===== src/rtl/board_ram_arbiter_if.sv =====
// -----------------------------------------------------------------------------
// board_ram_arbiter_if
//
// Bundles every requester and RAM-port signal of board_ram_arbiter so the
// arbiter and its neighbours connect through a single port.
//
//   edit requester    : e_req, e_we, e_lock, e_addr, e_wdata -> e_gnt, e_rvalid
//   step requester    : s_req, s_we, s_addr, s_wdata         -> s_gnt, s_rvalid
//   display requester : d_req, d_addr                        -> d_gnt, d_rvalid
//   shared read data  : rdata
//   RAM port          : ram_addr, ram_wdata, ram_wren        <- ram_q
//   status pulses     : addr_err, lock_timeout
//
// Modports:
//   master - the requesters and the RAM (drive requests and ram_q)
//   slave  - the arbiter (drives grants, read returns and the RAM port)
// -----------------------------------------------------------------------------
interface board_ram_arbiter_if #(
  parameter int ROW_W  = 40,
  parameter int ADDR_W = 5
);
  // edit path
  logic              e_req;
  logic              e_we;
  logic              e_lock;
  logic [ADDR_W-1:0] e_addr;
  logic [ROW_W-1:0]  e_wdata;
  logic              e_gnt;
  logic              e_rvalid;

  // generation-step engine
  logic              s_req;
  logic              s_we;
  logic [ADDR_W-1:0] s_addr;
  logic [ROW_W-1:0]  s_wdata;
  logic              s_gnt;
  logic              s_rvalid;

  // display scan-out
  logic              d_req;
  logic [ADDR_W-1:0] d_addr;
  logic              d_gnt;
  logic              d_rvalid;

  // shared read data
  logic [ROW_W-1:0]  rdata;

  // RAM port
  logic [ADDR_W-1:0] ram_addr;
  logic [ROW_W-1:0]  ram_wdata;
  logic              ram_wren;
  logic [ROW_W-1:0]  ram_q;

  // status
  logic              addr_err;
  logic              lock_timeout;

  modport master (
    output e_req, e_we, e_lock, e_addr, e_wdata,
    output s_req, s_we, s_addr, s_wdata,
    output d_req, d_addr,
    output ram_q,
    input  e_gnt, e_rvalid, s_gnt, s_rvalid, d_gnt, d_rvalid,
    input  rdata, ram_addr, ram_wdata, ram_wren, addr_err, lock_timeout
  );

  modport slave (
    input  e_req, e_we, e_lock, e_addr, e_wdata,
    input  s_req, s_we, s_addr, s_wdata,
    input  d_req, d_addr,
    input  ram_q,
    output e_gnt, e_rvalid, s_gnt, s_rvalid, d_gnt, d_rvalid,
    output rdata, ram_addr, ram_wdata, ram_wren, addr_err, lock_timeout
  );
endinterface


===== src/rtl/board_ram_arbiter.sv =====
// -----------------------------------------------------------------------------
// board_ram_arbiter
//
// Shares the single-port board RAM between the edit path, the generation-step
// engine and the display scan-out. At most one requester is granted per cycle;
// the granted requester drives the RAM port combinationally, and read data
// comes back one cycle later with the issuing requester's rvalid.
//
// Ports:
//   clk     - clock
//   reset_n - synchronous active-low reset
//   bus     - board_ram_arbiter_if.slave (requests, grants, read returns,
//             RAM port, addr_err / lock_timeout pulses)
//
// Arbitration:
//   ARB    : edit first, then step/display by a round-robin pointer.
//   LOCKED : only edit may be granted; entered when edit is granted with
//            e_lock high, left when e_lock drops or the lock runs too long.
//   After a forced release the edit path is kept out of arbitration while it
//   still asserts e_lock, so step/display get the port; once e_lock has been
//   seen low, edit competes normally again.
// -----------------------------------------------------------------------------
module board_ram_arbiter #(
  parameter int ROW_W    = 40,
  parameter int ADDR_W   = 5,
  parameter int ROWS     = 30,
  parameter int LOCK_MAX = 4
) (
  input logic               clk,
  input logic               reset_n,
  board_ram_arbiter_if.slave bus
);

  localparam int CNT_W = (LOCK_MAX > 2) ? $clog2(LOCK_MAX) : 1;
  localparam logic [CNT_W-1:0] LOCK_LAST = CNT_W'(LOCK_MAX - 1);
  localparam logic [ADDR_W:0]  ROWS_EXT  = (ADDR_W + 1)'(ROWS);

  typedef enum logic [0:0] {
    ARB    = 1'b0,
    LOCKED = 1'b1
  } state_t;

  // registered state
  state_t           state;
  logic             rr;          // 0: step next on contention, 1: display
  logic [CNT_W-1:0] lock_cnt;
  logic             lock_hold;   // forced release seen, waiting for e_lock low
  logic             e_rvalid_q;
  logic             s_rvalid_q;
  logic             d_rvalid_q;
  logic             addr_err_q;
  logic             rd_zero_q;   // pending read was out of range
  logic             lock_timeout_q;

  // next-state / combinational
  state_t           state_nx;
  logic             rr_nx;
  logic [CNT_W-1:0] lock_cnt_nx;
  logic [CNT_W-1:0] cnt_inc;
  logic             lock_hold_nx;
  logic             timeout_nx;
  logic             edit_ok;
  logic             gnt_e;
  logic             gnt_s;
  logic             gnt_d;
  logic [ADDR_W-1:0] sel_addr;
  logic [ROW_W-1:0]  sel_wdata;
  logic              sel_we;
  logic              out_of_range;

  // NOTE: every signal written in an always_comb gets a default first, so no
  // path through the case/if tree leaves it unassigned and infers a latch.
  always_comb begin
    state_nx     = state;
    rr_nx        = rr;
    lock_cnt_nx  = lock_cnt;
    lock_hold_nx = lock_hold;
    timeout_nx   = 1'b0;
    gnt_e        = 1'b0;
    gnt_s        = 1'b0;
    gnt_d        = 1'b0;
    cnt_inc      = lock_cnt + CNT_W'(1);

    // Edit holding e_lock straight after a forced release is kept out.
    edit_ok = bus.e_req && !(lock_hold && bus.e_lock);

    if (!bus.e_lock) begin
      lock_hold_nx = 1'b0;
    end

    unique case (state)
      ARB: begin
        if (edit_ok) begin
          gnt_e = 1'b1;
          if (bus.e_lock) begin
            state_nx    = LOCKED;
            lock_cnt_nx = '0;
          end
        end else if (bus.s_req && bus.d_req) begin
          gnt_s = !rr;
          gnt_d = rr;
          rr_nx = !rr;
        end else if (bus.s_req) begin
          gnt_s = 1'b1;
          rr_nx = 1'b1;
        end else if (bus.d_req) begin
          gnt_d = 1'b1;
          rr_nx = 1'b0;
        end
      end

      LOCKED: begin
        gnt_e       = bus.e_req;
        lock_cnt_nx = cnt_inc;
        if (!bus.e_lock) begin
          state_nx    = ARB;
          lock_cnt_nx = '0;
        end else if (cnt_inc == LOCK_LAST) begin
          // Count reaching its limit ends the episode by force.
          state_nx     = ARB;
          lock_cnt_nx  = '0;
          timeout_nx   = 1'b1;
          lock_hold_nx = 1'b1;
        end
      end

      default: begin
        state_nx = ARB;
      end
    endcase
  end

  // RAM port follows the granted requester; display never writes.
  always_comb begin
    sel_addr  = '0;
    sel_wdata = '0;
    sel_we    = 1'b0;
    if (gnt_e) begin
      sel_addr  = bus.e_addr;
      sel_wdata = bus.e_wdata;
      sel_we    = bus.e_we;
    end else if (gnt_s) begin
      sel_addr  = bus.s_addr;
      sel_wdata = bus.s_wdata;
      sel_we    = bus.s_we;
    end else if (gnt_d) begin
      sel_addr  = bus.d_addr;
    end
    out_of_range = (gnt_e || gnt_s || gnt_d) && ({1'b0, sel_addr} >= ROWS_EXT);
  end

  // NOTE: sequential state uses non-blocking assignments only, so every
  // register samples the pre-edge values regardless of statement order.
  always_ff @(posedge clk) begin
    if (!reset_n) begin
      state          <= ARB;
      rr             <= 1'b0;
      lock_cnt       <= '0;
      lock_hold      <= 1'b0;
      e_rvalid_q     <= 1'b0;
      s_rvalid_q     <= 1'b0;
      d_rvalid_q     <= 1'b0;
      addr_err_q     <= 1'b0;
      rd_zero_q      <= 1'b0;
      lock_timeout_q <= 1'b0;
    end else begin
      state          <= state_nx;
      rr             <= rr_nx;
      lock_cnt       <= lock_cnt_nx;
      lock_hold      <= lock_hold_nx;
      e_rvalid_q     <= gnt_e && !bus.e_we;
      s_rvalid_q     <= gnt_s && !bus.s_we;
      d_rvalid_q     <= gnt_d;
      addr_err_q     <= out_of_range;
      rd_zero_q      <= out_of_range && !sel_we;
      lock_timeout_q <= timeout_nx;
    end
  end

  assign bus.e_gnt        = gnt_e;
  assign bus.s_gnt        = gnt_s;
  assign bus.d_gnt        = gnt_d;
  assign bus.ram_addr     = sel_addr;
  assign bus.ram_wdata    = sel_wdata;
  assign bus.ram_wren     = sel_we && !out_of_range;
  assign bus.e_rvalid     = e_rvalid_q;
  assign bus.s_rvalid     = s_rvalid_q;
  assign bus.d_rvalid     = d_rvalid_q;
  assign bus.rdata        = rd_zero_q ? '0 : bus.ram_q;
  assign bus.addr_err     = addr_err_q;
  assign bus.lock_timeout = lock_timeout_q;

endmodule


===== src/flat_wrapper.sv =====
// flat-port wrapper written by rule: the top's interface ports become plain ports
module board_ram_arbiter_flat 
#(
  parameter int ROW_W    = 40,
  parameter int ADDR_W   = 5,
  parameter int ROWS     = 30,
  parameter int LOCK_MAX = 4
)
  (clk, reset_n, bus_e_req, bus_e_we, bus_e_lock, bus_e_addr, bus_e_wdata, bus_s_req, bus_s_we, bus_s_addr, bus_s_wdata, bus_d_req, bus_d_addr, bus_ram_q, bus_e_gnt, bus_e_rvalid, bus_s_gnt, bus_s_rvalid, bus_d_gnt, bus_d_rvalid, bus_rdata, bus_ram_addr, bus_ram_wdata, bus_ram_wren, bus_addr_err, bus_lock_timeout);
  board_ram_arbiter_if #(.ROW_W(ROW_W), .ADDR_W(ADDR_W)) bus_i ();
  input logic clk;
  input logic reset_n;
  input wire logic [$bits(bus_i.e_req)-1:0] bus_e_req;
  input wire logic [$bits(bus_i.e_we)-1:0] bus_e_we;
  input wire logic [$bits(bus_i.e_lock)-1:0] bus_e_lock;
  input wire logic [$bits(bus_i.e_addr)-1:0] bus_e_addr;
  input wire logic [$bits(bus_i.e_wdata)-1:0] bus_e_wdata;
  input wire logic [$bits(bus_i.s_req)-1:0] bus_s_req;
  input wire logic [$bits(bus_i.s_we)-1:0] bus_s_we;
  input wire logic [$bits(bus_i.s_addr)-1:0] bus_s_addr;
  input wire logic [$bits(bus_i.s_wdata)-1:0] bus_s_wdata;
  input wire logic [$bits(bus_i.d_req)-1:0] bus_d_req;
  input wire logic [$bits(bus_i.d_addr)-1:0] bus_d_addr;
  input wire logic [$bits(bus_i.ram_q)-1:0] bus_ram_q;
  output wire logic [$bits(bus_i.e_gnt)-1:0] bus_e_gnt;
  output wire logic [$bits(bus_i.e_rvalid)-1:0] bus_e_rvalid;
  output wire logic [$bits(bus_i.s_gnt)-1:0] bus_s_gnt;
  output wire logic [$bits(bus_i.s_rvalid)-1:0] bus_s_rvalid;
  output wire logic [$bits(bus_i.d_gnt)-1:0] bus_d_gnt;
  output wire logic [$bits(bus_i.d_rvalid)-1:0] bus_d_rvalid;
  output wire logic [$bits(bus_i.rdata)-1:0] bus_rdata;
  output wire logic [$bits(bus_i.ram_addr)-1:0] bus_ram_addr;
  output wire logic [$bits(bus_i.ram_wdata)-1:0] bus_ram_wdata;
  output wire logic [$bits(bus_i.ram_wren)-1:0] bus_ram_wren;
  output wire logic [$bits(bus_i.addr_err)-1:0] bus_addr_err;
  output wire logic [$bits(bus_i.lock_timeout)-1:0] bus_lock_timeout;
  assign bus_i.e_req = bus_e_req;
  assign bus_i.e_we = bus_e_we;
  assign bus_i.e_lock = bus_e_lock;
  assign bus_i.e_addr = bus_e_addr;
  assign bus_i.e_wdata = bus_e_wdata;
  assign bus_i.s_req = bus_s_req;
  assign bus_i.s_we = bus_s_we;
  assign bus_i.s_addr = bus_s_addr;
  assign bus_i.s_wdata = bus_s_wdata;
  assign bus_i.d_req = bus_d_req;
  assign bus_i.d_addr = bus_d_addr;
  assign bus_i.ram_q = bus_ram_q;
  assign bus_e_gnt = bus_i.e_gnt;
  assign bus_e_rvalid = bus_i.e_rvalid;
  assign bus_s_gnt = bus_i.s_gnt;
  assign bus_s_rvalid = bus_i.s_rvalid;
  assign bus_d_gnt = bus_i.d_gnt;
  assign bus_d_rvalid = bus_i.d_rvalid;
  assign bus_rdata = bus_i.rdata;
  assign bus_ram_addr = bus_i.ram_addr;
  assign bus_ram_wdata = bus_i.ram_wdata;
  assign bus_ram_wren = bus_i.ram_wren;
  assign bus_addr_err = bus_i.addr_err;
  assign bus_lock_timeout = bus_i.lock_timeout;
  board_ram_arbiter #(.ROW_W(ROW_W), .ADDR_W(ADDR_W), .ROWS(ROWS), .LOCK_MAX(LOCK_MAX)) u_core (.clk(clk), .reset_n(reset_n), .bus(bus_i));
endmodule

===== config.mk =====
export PLATFORM = sky130hd
export DESIGN_NAME = board_ram_arbiter_flat
export DESIGN_NICKNAME = d
export VERILOG_FILES = /design/src/rtl/board_ram_arbiter_if.sv /design/src/rtl/board_ram_arbiter.sv /design/src/flat_wrapper.sv
export SDC_FILE = /design/constraint.sdc
export NUM_CORES = 1
export LEC_CHECK = 0
export CAP_MARGIN = 20
export CORE_AREA = 3 3 90 92
export CTS_BUF_LIST = sky130_fd_sc_hd__clkbuf_16
export CTS_CLUSTER_SIZE = 28
export DETAILED_ROUTE_END_ITERATION = 12
export DIE_AREA = 0 0 93 95
export GPL_TIMING_DRIVEN = 0
export MAX_ROUTING_LAYER = met4
export PLACE_DENSITY = 0.72
export SYNTH_ARGS = -nofsm -noshare
export SYNTH_HDL_FRONTEND = slang
export SYNTH_SLANG_ARGS = --single-unit

===== constraint.sdc =====
create_clock -name clk -period 5.7 [get_ports clk]
set_input_delay 1.71 -clock clk [delete_from_list [all_inputs] [get_ports clk]]
set_output_delay 1.71 -clock clk [all_outputs]
set_load 0.02 [all_outputs]

==> results of run 1 <==
## worst min path at each step
stage | to
floorplan | u_core.rr
global placement | u_core.rr
detailed placement | u_core.rr
CTS | u_core.rr
global route | u_core.rr
finish | u_core.rr
## cells in the mapped netlist (2+ instances only)
cell and count:
a32oi_1 4, nor2b_1 43, a22o_1 41, o21ai_0 6, o32ai_1 2, a21oi_1 4
nor2_1 3, dfxtp_1 11, clkbuf_1 5, inv_1 2, nand2_1 12, buf_2 10
a21boi_2 2, a22oi_1 2, and3_1 2
## cell type report
type                    count  area (sq um)  area share [%]
well taps                  99         123.9           3.197
clock buffers               3         75.07           1.937
multi-input cells         132         962.2           24.83
flip-flops and latches     11         220.2           5.683
clock inverters             1         5.005          0.1292
repair buffers            238          2407           62.12
inverters                   2         7.507          0.1937
plain buffers              15         73.82           1.905
## cells by family (layout without fill, tap and decap cells)
logic type | after synthesis | in the layout
flops | 11 | 11
simple gates | 68 | 68
compound gates | 64 | 64
buf+inv | 17 | 259
## flip-flops by register name (all words and copies together) (netlist names)
signal                   count
u_core.lock_cnt              2
u_core.bus.addr_err          1
u_core.bus.d_rvalid          1
u_core.bus.e_rvalid          1
u_core.bus.lock_timeout      1
u_core.bus.s_rvalid          1
u_core.lock_hold             1
u_core.rd_zero_q             1
u_core.rr                    1
u_core.state                 1
## repair_timing
| action | in CTS | in global routing |
|---|---|---|
| pin swaps | 1 | 1 |
| hold buffers | 0 | 0 |
| buffers inserted | 2 | 0 |
| gates resized for setup | 3 | 18 |
| endpoints found under the setup margin | 46 | 44 |
## worst max-delay path, cell delays in order
cell,delay (ps)
clkdlybuf4s50_1,500
a21boi_4,250
nor3b_4,220
buf_4,180
buf_2,220
a22o_1,180
clkdlybuf4s50_1,620
## per-layer routing
| layer | vias up | part of all wire, % | wire, um | track usage [%] |
|---|---|---|---|---|
| met1 | 994 | 37 | 3081 | 18.75 |
| met2 | 157 | 52 | 4333 | 34.25 |
| met4 | 0 | 1.2 | 104 | 3.663 |
| met5 | - | 0 | 0 | - |
| li1 | 1076 | - | - | - |
| met3 | 8 | 10 | 864 | 4.781 |
## power by group through the flow
stage | Sequential, mW | Clock (mW) | Combinational, mW
floorplan | 0.0829 | 0 | 0.115
global placement | 0.0822 | 0 | 0.311
detailed placement | 0.0823 | 0 | 0.313
CTS | 0.0812 | 0.132 | 0.318
global route | 0.0816 | 0.136 | 0.335
finish | 0.0814 | 0.129 | 0.316
## stage by stage
stage | hold slack [ps] | TNS, ps | instances | util, %
5_1_grt | 545.2 | -228.6 | 501 | 53.14
2_1_floorplan | 456.5 | 0 | 160 | -
6_report | 531.7 | 0 | 501 | 53.14
4_1_cts | 535.8 | 0 | 501 | 52.30
3_5_place_dp | 503.4 | -10030 | 495 | 50.81
3_3_place_gp | 476.7 | -8234 | 495 | 50.81
==> impl_results.md, run 1 <==
- Vias in the first global route: 2400
- Most common cell after layout, fill and taps aside: clkdlybuf4s50_1
- Yosys warning count: 0
- Wire length reported by the detailed router: ~8400 um
- Standard-cell rows: 31
- Number of antenna violations at the first check in global routing: 0
- Crit Path Max Fanout: 10
- Register-to-Register Setup Slack: approximately 4300 ps
- Number of max-slew violations in the final report: 0
- Setup Skew: about 5.2 ps
- Pwr Density: 135.7 nW/um^2
- Worst Hold Launch: u_core.rr
- Setup slack after layout: 115.3 ps
- Initial Util: between 10% and 20%
- Die Height: between 90 and 100 um
- Mean instance size in the synthesized netlist: about 7.6 sq um
- Worst slew margin relative to its limit: 72.52%
- Standard cell core area: 7292 sq um
- Cell internal pwr: 0.3620 mW
- Top cells by area, synth: a22o_1 (29%), nor2b_1 (22%), dfxtp_1 (18%)
- Cell type contributing the most total cell area after synthesis: a22o_1
- Root cell of the clock tree: clkbuf_16
- Proportion of layout cells with a drive suffix above 1: approximately 5.7%
- Layout filler cell count: around 710
- Non-Filler Cell Area, Final: approximately 3900 sq um
- Max_cap viols: 0
- Kind of capture point of the worst setup path: primary output
- Switching Share: ~31%
- Worst vdd ir: about 0.065 mV
- Vias after detailed routing: ~2200
- Number of DRC markers in iteration 0: between 40 and 50
- Share of the synthesized area in the top cell type: between 20% and 30%
- Basic-gate share of the synthesized area counting and, or, nand and nor cells: approximately 33%
- Average wire length per cell after detail routing: around 17 um
- Largest net degree at the start of global routing: 11
- Slew at the pin closest to its max-slew limit: a little over 400 ps
- Total congestion overflow after global routing: 0
- Number of sinks driven by the clock tree: 11
- Final number of setup-violating endpoints: 0
- Number of antenna cells inserted: 0
- Remaining design rule violation count: 0
- Result of the run: complete, no violations
- Die footprint: 8835 sq um
- Clk buf depth: 2
- R2R Path End: u_core.rd_zero_q
- Worst setup path end: bus_ram_wdata[6]
- Worst setup path startpoint: bus_s_req
- Proportion of power drawn by the clock network: 24.5%
- Global-route wire length before repair: 12230 um
- Post-DRT Antenna Nets: 0
- Comb power frac: between 60% and 70%
- Area of the mapped netlist: around 1200 sq um
- CTS HTree Levels: 1
- Reg2Reg Launch Point: u_core.rr
- Worst skew pair latency: 240 ps
- CTS tree: built
- Net switching power of the design: between 0.15 and 0.2 mW
- Min cycle time layout: 5585 ps
- Worst Setup Start Kind: input port
- Final number of hold-violating endpoints: 0
- Post-Syn Nets: ~300
- Async set-reset flop share out of synthesis: 0%
- Post-synthesis sequential area ratio: a little under a fifth
- Combined global-route utilization of all metal layers: a little under a fifth
- Worst-case setup slack after placement: -296.2 ps
- Number of enable-type register cells in the synthesized netlist: 0
- Post-route fraction of the period consumed by the critical path: between 90% and 100%
- Largest family of logic cells by synthesized area: compound AO/OA/AOI/OAI gates
- Multiplexer fraction of the synthesized cell area: 0%
- Vias per cell: around 4.5
- Leakage power: between 1.5 and 2 nW
- Critical path data required time: between 3000 and 4000 ps
- Leading cell types in the layout, fill and taps excluded: clkdlybuf4s50_1 (224), nor2b_1 (43), a22o_1 (41)
- Class of the tightest hold or removal check: flop to flop
- CTS clk-pin slew, worst paths: around 40 ps
- Die Width: a little over 90 um
- Maximum achievable frequency: 0.1791 GHz
- Portion of total power attributed to sequential cells: around 16%
- Adder-cell share of the synthesized area: 0%
- Number of clock buffers inserted by TritonCTS: 3
- Worst path arrival time: 3870 ps
- Ports placed on the boundary: approximately 240
- Critical setup path kind: input port to primary output
- Gate Count Post-Synth: 160
- Global placer's final weighted congestion: 0.7926
- Half-perimeter wire length after placement: ~7200 um
- FF-to-FF path depth: 4
- Most used flip-flop cell after synthesis: dfxtp_1
- Synthesis-to-finish area growth: 218.0%
- XOR/XNOR share of the synthesized area: 0%
- Total Power: 0.5260 mW
- First-pass iteration count of the detailed router: 4
- Complex-gate fraction of the synthesized area: between 40 and 50%
- Register bit count reported by yosys: 11
- Number of nets at the end of the flow: around 550
- Number of cells on the worst hold path: 2
- Synth unique cells: 26
- Count of port buffers added during placement: about 240
- Placed cell areas: between 3000 and 4000 sq um
Note: power is estimated with default switching activity, not from simulation.
==> run 2: changes to the inputs <==
--- a/config.mk
+++ b/config.mk
@@ -11,9 +11,10 @@
 export CTS_CLUSTER_SIZE = 28
 export DETAILED_ROUTE_END_ITERATION = 12
 export DIE_AREA = 0 0 93 95
+export DONT_BUFFER_PORTS = 1
 export GPL_TIMING_DRIVEN = 0
 export MAX_ROUTING_LAYER = met4
-export PLACE_DENSITY = 0.72
+export PLACE_DENSITY_LB_ADDON = 0.1
 export SYNTH_ARGS = -nofsm -noshare
 export SYNTH_HDL_FRONTEND = slang
 export SYNTH_SLANG_ARGS = --single-unit
==> impl_results.md, run 2 (synthesized netlist as in run 1, its figures left out) <==
- Result of the run: complete, no violations
- Number of clock buffers inserted by TritonCTS: 3 (unchanged)
- CTS HTree Levels: 1 (unchanged)
- Average wire length per cell after detail routing: 22.19 um (+33%)
- Maximum single-stage delay on the critical path: 550 ps (-70 ps)
- Clk buf depth: 2 (unchanged)
- Critical setup path kind: input port to primary output
- Number of max-slew violations in the final report: 0 (unchanged)
- First-pass iteration count of the detailed router: 4 (unchanged)
- Vias after detailed routing: 1379 (-38%)
- Pwr Density: 241.2 nW/um^2 (+78%)
- Max FFs per register: 2 (unchanged)
- Max_cap viols: 0 (unchanged)
- Leading cell types in the layout, fill and taps excluded: nor2b_1 (43), a22o_1 (41), nand2_1 (12)
- Remaining design rule violation count: 0 (unchanged)
- Ports placed on the boundary: 237 (unchanged)
- Post-DRT Antenna Nets: 0 (unchanged)
- Wire length reported by the detailed router: 5837 um (-30%)
- Root cell of the clock tree: clkbuf_16
- Setup slack after layout: 721.6 ps (+606.2 ps)
- Number of buffers inserted by post-CTS setup repair: 0 (-2)
- Met1 wire length: 1943 um (-37%)
- Filler-free cell count of the finished design: 263 (-48%)
- Slew at the pin closest to its max-slew limit: 788.5 ps (+376.3 ps)
- Most common cell after layout, fill and taps aside: nor2b_1
- Die Height: 95 um (unchanged)
- Number of sinks driven by the clock tree: 11 (unchanged)
- CP max stage cell: o21ai_0
- RSZ-0062 raised after global routing: no
- Class of the tightest hold or removal check: flop to flop
- Reg2Reg Launch Point: u_core.rr
- Highest routed metal layer: met4
- Kind of capture point of the worst setup path: primary output
- Final number of setup-violating endpoints: 0 (unchanged)
- Proportion of layout cells with a drive suffix above 1: 10.37% (+4.6 points)
- Die Width: 93 um (unchanged)
- CTS-repair resized insts: 0 (-3)
- Layout filler cell count: 840 (+18%)
- Setup Skew: 4.845 ps (-0.3534 ps)
- Register with the most flip-flops: u_core.lock_cnt
- Worst Hold Launch: u_core.rr
- Standard cell core area: 7292 sq um (unchanged)
- Vias in the first global route: 1392 (-42%)
- Global-route wire length before repair: 7624 um (-38%)
- Min cycle time layout: 4978 ps (-606.2 ps)
- Cell count after placement: 259 (-48%)
- Final sum of negative setup slack: 0 ps (unchanged)
- Total congestion overflow after global routing: 0 (unchanged)
- Combined global-route utilization of all metal layers: 11.64% (-6.4 points)
- Largest net degree at the start of global routing: 11 (unchanged)
- Synthesis-to-finish area growth: 16.63%
- Worst-case setup slack after placement: 673.9 ps (+970.2 ps)
- Standard-cell rows: 31 (unchanged)
- Number of nets at the end of the flow: 308 (-44%)
- Worst path arrival time: 3270 ps (-600 ps)
- Critical path data required time: 3990 ps (about the same)
- Vias per cell: 5.243 (+18%)
- CTS tree: built
- Final number of hold-violating endpoints: 0 (unchanged)
- Global placer's final weighted congestion: 0.7622 (-3.8%)
- Ordered list of cells on the worst path: nand2_1 -> o21ai_0 -> inv_1 -> buf_2 -> buf_2 -> nand2_1 -> o21ai_0
- Worst Setup Start Kind: input port
- Worst slew margin relative to its limit: 46.88% (-26 points)
- Post-route fraction of the period consumed by the critical path: 87.34% (-11 points)
- Die footprint: 8835 sq um (unchanged)
- Number of antenna cells inserted: 0 (unchanged)
- CTS clk-pin slew, worst paths: 40 ps (about the same)
- CTS Hold Bufs: 0 (unchanged)
- Worst setup path startpoint: bus_e_lock
- Crit Path Max Fanout: 10 (unchanged)
- Worst skew pair latency: 240 ps (about the same)
- Number of DRC markers in iteration 0: 35 (-26%)
- Number of antenna violations at the first check in global routing: 0 (unchanged)
- Worst vdd ir: 0.06734 mV (+4.3%)
- Count of port buffers added during placement: 0 (-100%)
- Initial Util: 16.71% (unchanged)
- Half-perimeter wire length after placement: 5261 um (-27%)
- Leakage power: 0.5905 nW (-65%)
- Maximum achievable frequency: 0.2009 GHz (+12%)
- WL met3: 678 um (-22%)
- Detailed-routed wire length on met2: 3179 um (-27%)
==> run 2: area by class of cell <==
| class | count | area, sq um | share of cell area (%) |
|---|---|---|---|
| sequential | 11 | 220.2 | 15.49 |
| tap | 99 | 123.9 | 8.715 |
| buffer | 15 | 68.82 | 4.842 |
| multi-input combinational | 132 | 922.1 | 64.88 |
| inverter | 2 | 7.507 | 0.5282 |
| clock buffer | 3 | 75.07 | 5.282 |
| clock inverter | 1 | 3.754 | 0.2641 |
==> run 2: through the flow <==
stage | area [sq um] | utilization [%] | hold WS, ps | power [mW]
after floorplan | 1219 | - | 456.5 | 0.1980
after global routing | 1421 | 19.49 | 521.8 | 0.3604
after detailed placement | 1343 | 18.41 | 489.7 | 0.2145
final | 1421 | 19.49 | 492.9 | 0.3429
after CTS | 1421 | 19.49 | 495.5 | 0.3470
after global placement | 1343 | 18.41 | 473.2 | 0.2149
==> run 2: worst paths after layout <==
path	slack, ps	end	cells past startpoint
max reg2reg	3960	u_core.bus.s_rvalid	4
max	720	bus_ram_addr[3]	7
min	490	u_core.rr	2
min reg2reg	490	u_core.rr	2
==> run 2: per-layer routing <==
metal	global-route usage [%]	up-vias
met1	11.60	631
met5	-	-
met3	3.745	4
li1	-	603
met4	2.930	0
met2	21.90	141
==> run 2: worst max-delay path: cells and delay by family <==
family	cells	cell delay (ps)
AND/OR/NAND/NOR	2	130
buffers and inverters	3	580
AO/OA/AOI/OAI	2	840
==> run 2: report_power, final <==
| part | internal, mW | switching [mW] | leakage (nW) |
|---|---|---|---|
| combinational | 0.0352 | 0.0939 | 0.459 |
| sequential | 0.0791 | 0.00287 | 0.0894 |
| clock | 0.0926 | 0.0392 | 0.0423 |
| total | 0.207 | 0.136 | 0.591 |
